File: src/rtl/snake_ctrl_pkg.sv
// snake_ctrl_pkg: shared constants, direction encodings and FSM states for the snake game sequencer
//   GRID_W/GRID_H    playfield size, outermost rows/columns are walls
//   MAX_SEG/INIT_LEN tail capacity of `move` and live length after reset/restart
//   START_X/START_Y  head position after `move` is reset
//   DIR_*            one-hot direction codes consumed by `move`
//   state_t          sequencer FSM states
package snake_ctrl_pkg;
   localparam int GRID_W   = 100;
   localparam int GRID_H   = 48;
   localparam int MAX_SEG  = 15;
   localparam int INIT_LEN = 3;
   localparam int START_X  = 50;
   localparam int START_Y  = 24;
   localparam logic [4:0] DIR_RIGHT = 5'b00001;
   localparam logic [4:0] DIR_DOWN  = 5'b00010;
   localparam logic [4:0] DIR_LEFT  = 5'b00100;
   localparam logic [4:0] DIR_UP    = 5'b01000;
   localparam logic [4:0] DIR_STOP  = 5'b10000;
   typedef enum logic [2:0] {
      S_IDLE  = 3'd0,
      S_RUN   = 3'd1,
      S_CHECK = 3'd2,
      S_PAUSE = 3'd3,
      S_OVER  = 3'd4
   } state_t;
   // swapping the two arrow pairs maps right<->left and down<->up
   function automatic logic [4:0] dir_reverse(input logic [4:0] d);
      return {1'b0, d[1:0], d[3:2]};
   endfunction
endpackage

File: src/rtl/snake_ctrl_if.sv
// snake_ctrl_if: signal bundle between the game sequencer and its environment (`move`, keypad, food generator)
//   key              one-hot key pulses into the sequencer
//   head_*, tail_*   snake position registers from `move`
//   food_*           current food cell
//   direction        one-hot direction to `move`
//   move_rst         restart pulse to `move`
//   eat/game_over    game events
//   score/length     game counters
//   state            sequencer FSM state for debug
//   master drives the inputs and observes outputs; slave is the sequencer side
interface snake_ctrl_if;
   logic [4:0]   key;
   logic [6:0]   head_x;
   logic [5:0]   head_y;
   logic [104:0] tail_x;
   logic [89:0]  tail_y;
   logic [6:0]   food_x;
   logic [5:0]   food_y;
   logic [4:0]   direction;
   logic         move_rst;
   logic         eat;
   logic         game_over;
   logic [7:0]   score;
   logic [3:0]   length;
   logic [2:0]   state;
   modport master (
      output key, head_x, head_y, tail_x, tail_y, food_x, food_y,
      input  direction, move_rst, eat, game_over, score, length, state
   );
   modport slave (
      input  key, head_x, head_y, tail_x, tail_y, food_x, food_y,
      output direction, move_rst, eat, game_over, score, length, state
   );
endinterface

File: src/rtl/snake_ctrl_dir_filter.sv
// snake_ctrl_dir_filter: decodes a key vector and proposes the next run direction
//   key       raw key vector, valid only when exactly one bit is set
//   cur_dir   direction currently driven to `move`
//   last_dir  direction of the most recent head step
//   nxt_dir   accepted arrow, or cur_dir when the key is invalid, not an arrow, or reverses last_dir
//   arrow     a valid arrow key is present
//   start     a valid start/pause key is present
module snake_ctrl_dir_filter
   import snake_ctrl_pkg::*;
(
   input  logic [4:0] key,
   input  logic [4:0] cur_dir,
   input  logic [4:0] last_dir,
   output logic [4:0] nxt_dir,
   output logic       arrow,
   output logic       start
);
   logic onehot;
   always_comb begin
      onehot  = (key != 5'd0) && ((key & (key - 5'd1)) == 5'd0);
      arrow   = onehot && !key[4];
      start   = onehot && key[4];
      // reversal is judged against the last step taken, not the pending turn
      nxt_dir = (arrow && key != dir_reverse(last_dir)) ? key : cur_dir;
   end
endmodule

File: src/rtl/snake_ctrl.sv
// snake_ctrl: game sequencer turning keys into directions and checking every head step for walls, food and self-hits
//   clk, reset  system clock and synchronous active-high reset
//   bus         snake_ctrl_if slave: key, head/tail/food in; direction, move_rst, eat, game_over, score, length, state out
module snake_ctrl #(
   parameter int GRID_W   = snake_ctrl_pkg::GRID_W,
   parameter int GRID_H   = snake_ctrl_pkg::GRID_H,
   parameter int MAX_SEG  = snake_ctrl_pkg::MAX_SEG,
   parameter int INIT_LEN = snake_ctrl_pkg::INIT_LEN,
   parameter int START_X  = snake_ctrl_pkg::START_X,
   parameter int START_Y  = snake_ctrl_pkg::START_Y
) (
   input logic         clk,
   input logic         reset,
   snake_ctrl_if.slave bus
);
   import snake_ctrl_pkg::*;
   state_t     state, nxt_state;
   logic [4:0] cur_dir, last_dir, filt_dir, direction;
   logic [6:0] hp_x;
   logic [5:0] hp_y;
   logic [3:0] idx, length, seg;
   logic [7:0] score;
   logic       arrow, start, step, wall_now, food_now, hit_now, last_cmp, collide, restart, eat_now;
   logic       wall_f, food_f, self_f, move_rst, eat, game_over;

   snake_ctrl_dir_filter u_filter (
      .key      (bus.key),
      .cur_dir  (cur_dir),
      .last_dir (last_dir),
      .nxt_dir  (filt_dir),
      .arrow    (arrow),
      .start    (start)
   );

   // head_prev holds the head under test during CHECK, so all compares use it
   assign step     = (state == S_RUN) && (bus.head_x != hp_x || bus.head_y != hp_y);
   assign wall_now = hp_x == 7'd0 || hp_x >= 7'(GRID_W - 1) || hp_y == 6'd0 || hp_y >= 6'(GRID_H - 1);
   assign food_now = hp_x == bus.food_x && hp_y == bus.food_y;
   // idx 0 is the wall/food cycle; clamping keeps the tail select in range there
   assign seg      = (idx == 4'd0) ? 4'd0 : idx - 4'd1;
   assign hit_now  = idx != 4'd0 && hp_x == bus.tail_x[7*seg +: 7] && hp_y == bus.tail_y[6*seg +: 6];
   assign last_cmp = (state == S_CHECK) && (idx == length);
   // the final tail compare is folded in directly so the exit needs no extra cycle
   assign collide  = wall_f | self_f | hit_now;
   assign eat_now  = last_cmp && food_f && !collide;
   assign restart  = (state == S_OVER) && start;

   always_ff @(posedge clk) begin
      if (reset) state <= S_IDLE;
      else state <= nxt_state;
   end

   always_comb begin
      nxt_state = state;
      case (state)
         S_IDLE:  nxt_state = arrow ? S_RUN : S_IDLE;
         S_RUN:   nxt_state = step ? S_CHECK : (start ? S_PAUSE : S_RUN);
         S_CHECK: nxt_state = last_cmp ? (collide ? S_OVER : S_RUN) : S_CHECK;
         S_PAUSE: nxt_state = start ? S_RUN : S_PAUSE;
         S_OVER:  nxt_state = start ? S_IDLE : S_OVER;
         default: nxt_state = S_IDLE;
      endcase
   end

   always_comb begin
      direction = (state == S_RUN || state == S_CHECK) ? cur_dir : DIR_STOP;
      game_over = state == S_OVER;
   end

   always_ff @(posedge clk) begin
      if (reset) begin
         cur_dir  <= DIR_RIGHT;
         last_dir <= DIR_RIGHT;
         hp_x     <= 7'(START_X);
         hp_y     <= 6'(START_Y);
         idx      <= 4'd0;
         score    <= 8'd0;
         length   <= 4'(INIT_LEN);
         wall_f   <= 1'b0;
         food_f   <= 1'b0;
         self_f   <= 1'b0;
         move_rst <= 1'b1;
         eat      <= 1'b0;
      end else begin
         move_rst <= restart;
         eat      <= eat_now;
         if (state == S_IDLE && arrow) cur_dir <= bus.key;
         else if (state == S_RUN && !step) cur_dir <= filt_dir;
         // keys arriving on the step cycle are dropped so last_dir and cur_dir never end up reversed
         if (step) begin
            hp_x     <= bus.head_x;
            hp_y     <= bus.head_y;
            last_dir <= cur_dir;
            idx      <= 4'd0;
            wall_f   <= 1'b0;
            food_f   <= 1'b0;
            self_f   <= 1'b0;
         end else if (state == S_CHECK) begin
            idx <= idx + 4'd1;
            if (idx == 4'd0) begin
               wall_f <= wall_now;
               food_f <= food_now;
            end
            if (hit_now) self_f <= 1'b1;
            if (eat_now) begin
               score  <= (score == 8'hff) ? score : score + 8'd1;
               length <= (length == 4'(MAX_SEG)) ? length : length + 4'd1;
            end
         end
         // the head jumping back to start after a restart must not look like a step
         if (restart) begin
            score    <= 8'd0;
            length   <= 4'(INIT_LEN);
            hp_x     <= 7'(START_X);
            hp_y     <= 6'(START_Y);
            last_dir <= DIR_RIGHT;
         end
      end
   end

   assign bus.direction = direction;
   assign bus.move_rst  = move_rst;
   assign bus.eat       = eat;
   assign bus.game_over = game_over;
   assign bus.score     = score;
   assign bus.length    = length;
   assign bus.state     = state;
endmodule

File: src/flat_wrapper.sv
// flat-port wrapper written by rule: the top's interface ports become plain ports
module snake_ctrl_flat import snake_ctrl_pkg::*;
#(
   parameter int GRID_W   = snake_ctrl_pkg::GRID_W,
   parameter int GRID_H   = snake_ctrl_pkg::GRID_H,
   parameter int MAX_SEG  = snake_ctrl_pkg::MAX_SEG,
   parameter int INIT_LEN = snake_ctrl_pkg::INIT_LEN,
   parameter int START_X  = snake_ctrl_pkg::START_X,
   parameter int START_Y  = snake_ctrl_pkg::START_Y
)
  (clk, reset, bus_key, bus_head_x, bus_head_y, bus_tail_x, bus_tail_y, bus_food_x, bus_food_y, bus_direction, bus_move_rst, bus_eat, bus_game_over, bus_score, bus_length, bus_state);
  snake_ctrl_if bus_i ();
  input logic clk;
  input logic reset;
  input wire logic [$bits(bus_i.key)-1:0] bus_key;
  input wire logic [$bits(bus_i.head_x)-1:0] bus_head_x;
  input wire logic [$bits(bus_i.head_y)-1:0] bus_head_y;
  input wire logic [$bits(bus_i.tail_x)-1:0] bus_tail_x;
  input wire logic [$bits(bus_i.tail_y)-1:0] bus_tail_y;
  input wire logic [$bits(bus_i.food_x)-1:0] bus_food_x;
  input wire logic [$bits(bus_i.food_y)-1:0] bus_food_y;
  output wire logic [$bits(bus_i.direction)-1:0] bus_direction;
  output wire logic [$bits(bus_i.move_rst)-1:0] bus_move_rst;
  output wire logic [$bits(bus_i.eat)-1:0] bus_eat;
  output wire logic [$bits(bus_i.game_over)-1:0] bus_game_over;
  output wire logic [$bits(bus_i.score)-1:0] bus_score;
  output wire logic [$bits(bus_i.length)-1:0] bus_length;
  output wire logic [$bits(bus_i.state)-1:0] bus_state;
  assign bus_i.key = bus_key;
  assign bus_i.head_x = bus_head_x;
  assign bus_i.head_y = bus_head_y;
  assign bus_i.tail_x = bus_tail_x;
  assign bus_i.tail_y = bus_tail_y;
  assign bus_i.food_x = bus_food_x;
  assign bus_i.food_y = bus_food_y;
  assign bus_direction = bus_i.direction;
  assign bus_move_rst = bus_i.move_rst;
  assign bus_eat = bus_i.eat;
  assign bus_game_over = bus_i.game_over;
  assign bus_score = bus_i.score;
  assign bus_length = bus_i.length;
  assign bus_state = bus_i.state;
  snake_ctrl #(.GRID_W(GRID_W), .GRID_H(GRID_H), .MAX_SEG(MAX_SEG), .INIT_LEN(INIT_LEN), .START_X(START_X), .START_Y(START_Y)) u_core (.clk(clk), .reset(reset), .bus(bus_i));
endmodule
File: config.mk
export PLATFORM = sky130hd
export DESIGN_NAME = snake_ctrl_flat
export DESIGN_NICKNAME = d
export VERILOG_FILES = /design/src/rtl/snake_ctrl_pkg.sv /design/src/rtl/snake_ctrl_if.sv /design/src/rtl/snake_ctrl_dir_filter.sv /design/src/rtl/snake_ctrl.sv /design/src/flat_wrapper.sv
export SDC_FILE = /design/constraint.sdc
export NUM_CORES = 1
export LEC_CHECK = 0
export CORE_MARGIN = 2
export CORE_UTILIZATION = 45
export DETAILED_ROUTE_END_ITERATION = 10
export GPL_TIMING_DRIVEN = 0
export PLACE_DENSITY = 0.89
export SLEW_MARGIN = 20
export SYNTH_ARGS = -nofsm -noshare
export SYNTH_HDL_FRONTEND = slang
export SYNTH_SLANG_ARGS = --single-unit
File: constraint.sdc
create_clock -name clk -period 10.4 [get_ports clk]
set_input_delay 2.6 -clock clk [delete_from_list [all_inputs] [get_ports clk]]
set_output_delay 2.6 -clock clk [all_outputs]
set_load 0.02 [all_outputs]
# --- Word-level counts from Yosys, hierarchy flattened ---
# Cells that the tools add are included.
totals:
  regBits: 46
  in_bits: 228
  output_inout_bits: 23
  wordCells: 95
classes:
  n_addsub: 5
  multipliers: 2
  order_cmp: 2
  n_eq_ne: 14
  shift: 2
  muxes: 13
  n_bitwise: 6
  n_reduce_logical: 38
op_table:
  columns: ["cell", "count"]
  rows:
  - ["indexed part select 105 x 8 -> 7 bit", 1]
  - ["indexed part select 90 x 8 -> 6 bit", 1]
  - ["two-way mux 5 bit", 4]
  - ["one-hot mux 3 bit (5 select lines)", 1]
  - ["== test 7 bit", 2]
  - ["logical AND 1 bit", 14]
  - ["== test 6 bit", 2]
  - ["two-way mux 3 bit", 4]
  - ["adder 4 x 1 -> 4 bit (second input constant)", 2]
  - ["adder 8 x 1 -> 8 bit (second input constant)", 1]
  - ["== test 8 bit (second input constant)", 1]
  - ["AND reduction 4 bit", 2]
  - ["greater-or-equal comparator 7 bit (second input constant)", 1]
  - ["zero test 7 bit", 1]
  - ["multiplier 3 x 4 -> 7 bit (first input constant)", 1]
  - ["inequality test 7 bit", 1]
  - ["== test 3 x 2 -> 1 bit (second input constant)", 2]
  - ["greater-or-equal comparator 6 bit (second input constant)", 1]
  - ["zero test 6 bit", 1]
  - ["multiplier 2 x 4 -> 6 bit (first input constant)", 1]
  - ["inequality test 6 bit", 1]
  - ["AND reduction 2 bit", 3]
  - ["AND 5 bit", 1]
  - ["zero test 5 bit", 1]
  - ["other kinds (20)", 32]

# --- Logic depth before layout (Yosys ltp) ---
logic_depth:
  depth_word: 11
  mapped_depth: 18
  mapped_depth_nobuf: 12

# --- Modules after synthesis ---
# Synthesis repeated with hierarchy kept, for this count alone.
hier_totals:
  cells_unflattened: 739
  area_unflattened_um2: 5512.8
by_module_without_submodules:
  columns: ["mod", "n_inst", "cells_each", "area_per_inst_um2"]
  rows:
  - ["snake_ctrl", 1, 720, 5360.1]
  - ["snake_ctrl_dir_filter", 1, 19, 152.6]

# --- Worst setup path after synthesis ---
# Ideal clock, no wire load.
synth_path:
  path_kind: "input to register"
  startpoint: "input port bus_tail_x[7]"
  endpoint: "register u_core.score[4], in the netlist u_core.bus.score[4]"
  setup_time_ns: 0.070
  arrival_ns: 4.981
  required_ns: 10.330
  setup_slack_ns: 5.348
  path_stages: 11
  n_path_buf: 1
  cell_sequence: "or3b_2 -> a41oi_2 -> nand3_1 -> a221oi_2 -> and3b_1 -> mux4_2 -> nand4_1 -> nor2_1 -> buf_6 -> or3_1 -> a21oi_1"
synth_between:
  elab_chain_cells: 8
synth_lines:
  columns: ["element", "line_no", "source"]
  rows:
  - ["start: declaration", "flat_wrapper.sv:18", "input wire logic [$bits(bus_i.tail_x)-1:0] bus_tail_x;"]
  - ["indexed part select 105 x 8 -> 7 bit", "snake_ctrl.sv:41", "assign hit_now = idx != 4'd0 && hp_x == bus.tail_x[7*seg +: 7] && hp_y == bus.tail_y[6*seg +: 6];"]
  - ["== test 7 bit", "snake_ctrl.sv:41", null]
  - ["logical AND 1 bit (2 in a row)", "snake_ctrl.sv:41", null]
  - ["OR 1 bit", "snake_ctrl.sv:44", "assign collide = wall_f | self_f | hit_now;"]
  - ["zero test 1 bit", "snake_ctrl.sv:45", "assign eat_now = last_cmp && food_f && !collide;"]
  - ["logical AND 1 bit", "snake_ctrl.sv:45", null]
  - ["AND reduction 4 bit (no line)", null, null]
  - ["end signal: assignment", "snake_ctrl.sv:106", "score <= (score == 8'hff) ? score : score + 8'd1;"]
  - ["end: declaration", "snake_ctrl.sv:22", "logic [7:0] score;"]
# No other way between the ends.
# A chain may end at the register's enable or synchronous reset.

# --- Worst setup path in the final report ---
# Same ends and word-level chain as after synthesis.

==> results.sh <==
export IMPL_cp_required_ps=10640
export IMPL_timing_fmax_mhz=181.4
export IMPL_fin_nets=1136
export IMPL_finalClockSkew_ps=9.588
export IMPL_fin_setup_tns_ps=0
export IMPL_setup_violations_final=0
export IMPL_io_buffers=250
export IMPL_grt_pass1_vias=6269
export IMPL_period_needed_ps=5514
export IMPL_hold_start="u_core.self_f"
export IMPL_clockBufferDepth=2
export IMPL_hold_viol=0
export IMPL_p_per_area_nw_per_um2=80.97
export IMPL_cts_htree_levels=2
export IMPL_hold_class="reg2reg"
export IMPL_drv_slew=0
export IMPL_dr_pass1_iters=5
export IMPL_wl_per_cell_um=21.20
export IMPL_power_static_leakage_uw=0.002844
export IMPL_dieArea_um2=11870
export IMPL_ys_types=80
export IMPL_path_max_fanout=10
export IMPL_dp_hpwl_um=17550
export IMPL_drive_gt1_frac=0.08407
export IMPL_row_count=38
export IMPL_drtIter0Drc=784
export IMPL_final_common_cell="clkdlybuf4s50_1"
export IMPL_dp_slack_ps=4608
export IMPL_grt_pass1_wl_um=32980
export IMPL_synth_area_um2=4957
export IMPL_cts_setup_buffers=0
export IMPL_insertion_delay_ps=300
export IMPL_post_route_drc_count=0
export IMPL_final_antenna_net_count=0
export IMPL_maxCapViolCount=0
export IMPL_cts_sinks=46
export IMPL_fillers=892
export IMPL_clk_pin_slew_worst_paths_ps=90
export IMPL_async_reset_ff_frac=0
export IMPL_endpoint_kind="flop"
export IMPL_max_stage_delay_ps=470
export IMPL_grt_use_total=0.3576
export IMPL_syn_inst=646
export IMPL_antenna_found_initial=1
export IMPL_crit_slowest_cell="mux4_2"
export IMPL_r2r_start="u_core.idx[0]"
export IMPL_die_h_um=109.0
export IMPL_viasPerCell=6.334
export IMPL_period_share=0.5302
export IMPL_worst_pin_slew_ps=943.0
export IMPL_yosysSeqAreaShare=0.1858
export IMPL_synth_ff_type="dfxtp_1"
export IMPL_yosys_area_top_type="dfxtp_1"
export IMPL_design_core_area_um2=10790
export IMPL_ctsRootBufferMaster="clkbuf_8"
export IMPL_irDropWorstVdd_mv=0.08577
export IMPL_die_w_um=109.0
export IMPL_grt_max_degree=15
export IMPL_gp_congestion=1.008
export IMPL_drt_total_wl_um=22150
export IMPL_arrival_ps=5760
export IMPL_ys_ff_latch=46
export IMPL_initial_core_util=0.4593
export IMPL_ioPinCount=251
export IMPL_netlist_area_leader_share=0.1858
export IMPL_ys_warn_count=0
export IMPL_cts_buffers=5
export IMPL_crit_start="bus_tail_x[7]"
export IMPL_postLayoutSetupSlackWorst_ps=4886
export IMPL_crit_chain="clkdlybuf4s50_1 -> or3b_2 -> a41oi_2 -> nand3_1 -> a221oi_2 -> and3b_1 -> mux4_2 -> nand4_1 -> nor2_1 -> buf_6 -> or3_1 -> a21oi_1"
export IMPL_synth_edf_count=0
export IMPL_synth_area_per_cell_um2=7.674
export IMPL_power_uw=626.1
export IMPL_slew_headroom=0.3665
export IMPL_fin_area_um2=7732
export IMPL_vias=6619
export IMPL_status="complete, no violations"
export IMPL_yosys_top_cells_area="dfxtp_1 19%, mux2i_1 9.3%, a21oi_1 4.3%, xnor2_1 3.7%, xor2_1 3.7%"
export IMPL_tritoncts="done"
export IMPL_rsz0062_at_grt="no"
export IMPL_gr_total_overflow=0
export IMPL_syn_to_final_growth_pct=55.98
export IMPL_cts_resized=0
export IMPL_dpl_cell_area_um2=7635
export IMPL_worst_setup_path_type="in2reg"
export IMPL_final_cell_mix="250 x clkdlybuf4s50_1, 48 x nor2_1, 46 x mux2i_1, 46 x dfxtp_1, 43 x a21oi_1"
export IMPL_cts_hold_buffers=0
export IMPL_start_kind="primary input"
export IMPL_fin_util=0.7164
export IMPL_syn_nets=879
-- power by group --
group	leakage, µW	switching, µW	internal [µW]
registers	0.000373	2.52	181
clock network	0.0000489	64.4	55.1
logic	0.00242	157	166
-- cell type report --
class	count	area, µm²	area share
multi-input combinational	522	3650	0.4720
clock buffer	7	86.33	0.01117
clock inverter	1	8.758	0.001133
buffer	66	341.6	0.04417
sequential	46	920.9	0.1191
inverter	12	45.04	0.005825
antenna	1	2.502	0.0003236
timing repair buffer	250	2502	0.3236
tap	140	175.2	0.02265
-- per-stage QoR --
| stage | instances | hold WS, ps |
|---|---|---|
| 2_1_floorplan | 646 | 438.5 |
| 3_3_place_gp | 1036 | 451.5 |
| 3_5_place_dp | 1036 | 481.3 |
| 4_1_cts | 1044 | 493.1 |
| 5_1_grt | 1045 | 513.9 |
| 6_report | 1045 | 498.9 |
-- critical path, delay by kind of cell --
family                 cells  cell delay, ps
buffers and inverters      2             600
AO/OA/AOI/OAI              3             690
AND/OR/NAND/NOR            6            1380
multiplexers               1             470
-- worst paths after layout --
kind	end	slack [ps]	depth (start not counted)
max	u_core.bus.score[4]	4890	12
min	u_core.self_f	500	2
max reg2reg	u_core.bus.state[0]	5580	18
min reg2reg	u_core.self_f	500	2
-- cell usage after synthesis, drive strengths merged (7+ instances only) --
cell / n
xor2: 21
nor4: 11
o22ai: 9
nor2: 49
buf: 39
mux2i: 46
nand3: 18
a21oi: 45
o211ai: 7
nor3: 19
a221oi: 8
inv: 12
and2: 8
mux2: 16
a211o: 9
nand2: 35
dfxtp: 46
a211oi: 10
xnor2: 21
nand4: 19
clkbuf: 27
o21ai: 39
nor2b: 11
or3: 10
-- routing by layer --
metal,up-vias,track usage,share of wire
li1,2983,-,-
met1,3040,0.4360,0.37
met2,504,0.5896,0.45
met3,92,0.08428,0.13
met4,0,0.1731,0.049
met5,-,0,0
-- registers in the layout, summed over array words and instances (netlist names) --
register / count
u_core.wall_f: 1
u_core.bus.move_rst: 1
u_core.bus.eat: 1
u_core.cur_dir: 5
u_core.last_dir: 4
u_core.food_f: 1
u_core.idx: 4
u_core.bus.length: 4
u_core.hp_y: 6
u_core.self_f: 1
u_core.hp_x: 7
u_core.bus.score: 8
u_core.bus.state: 3
-- logic make-up (layout without fill, tap and decap cells) --
kind of cell	after synthesis	count (layout)	synth area share
xor+xnor	42	42	0.07421
flops	46	46	0.1858
other cells	0	1	0
mux	64	64	0.1383
simple gates	213	213	0.2282
fa+ha+maj	5	5	0.01262
compound gates	198	198	0.2829
buf+inv	78	336	0.07799
Note: power is estimated with default switching activity, not from simulation.
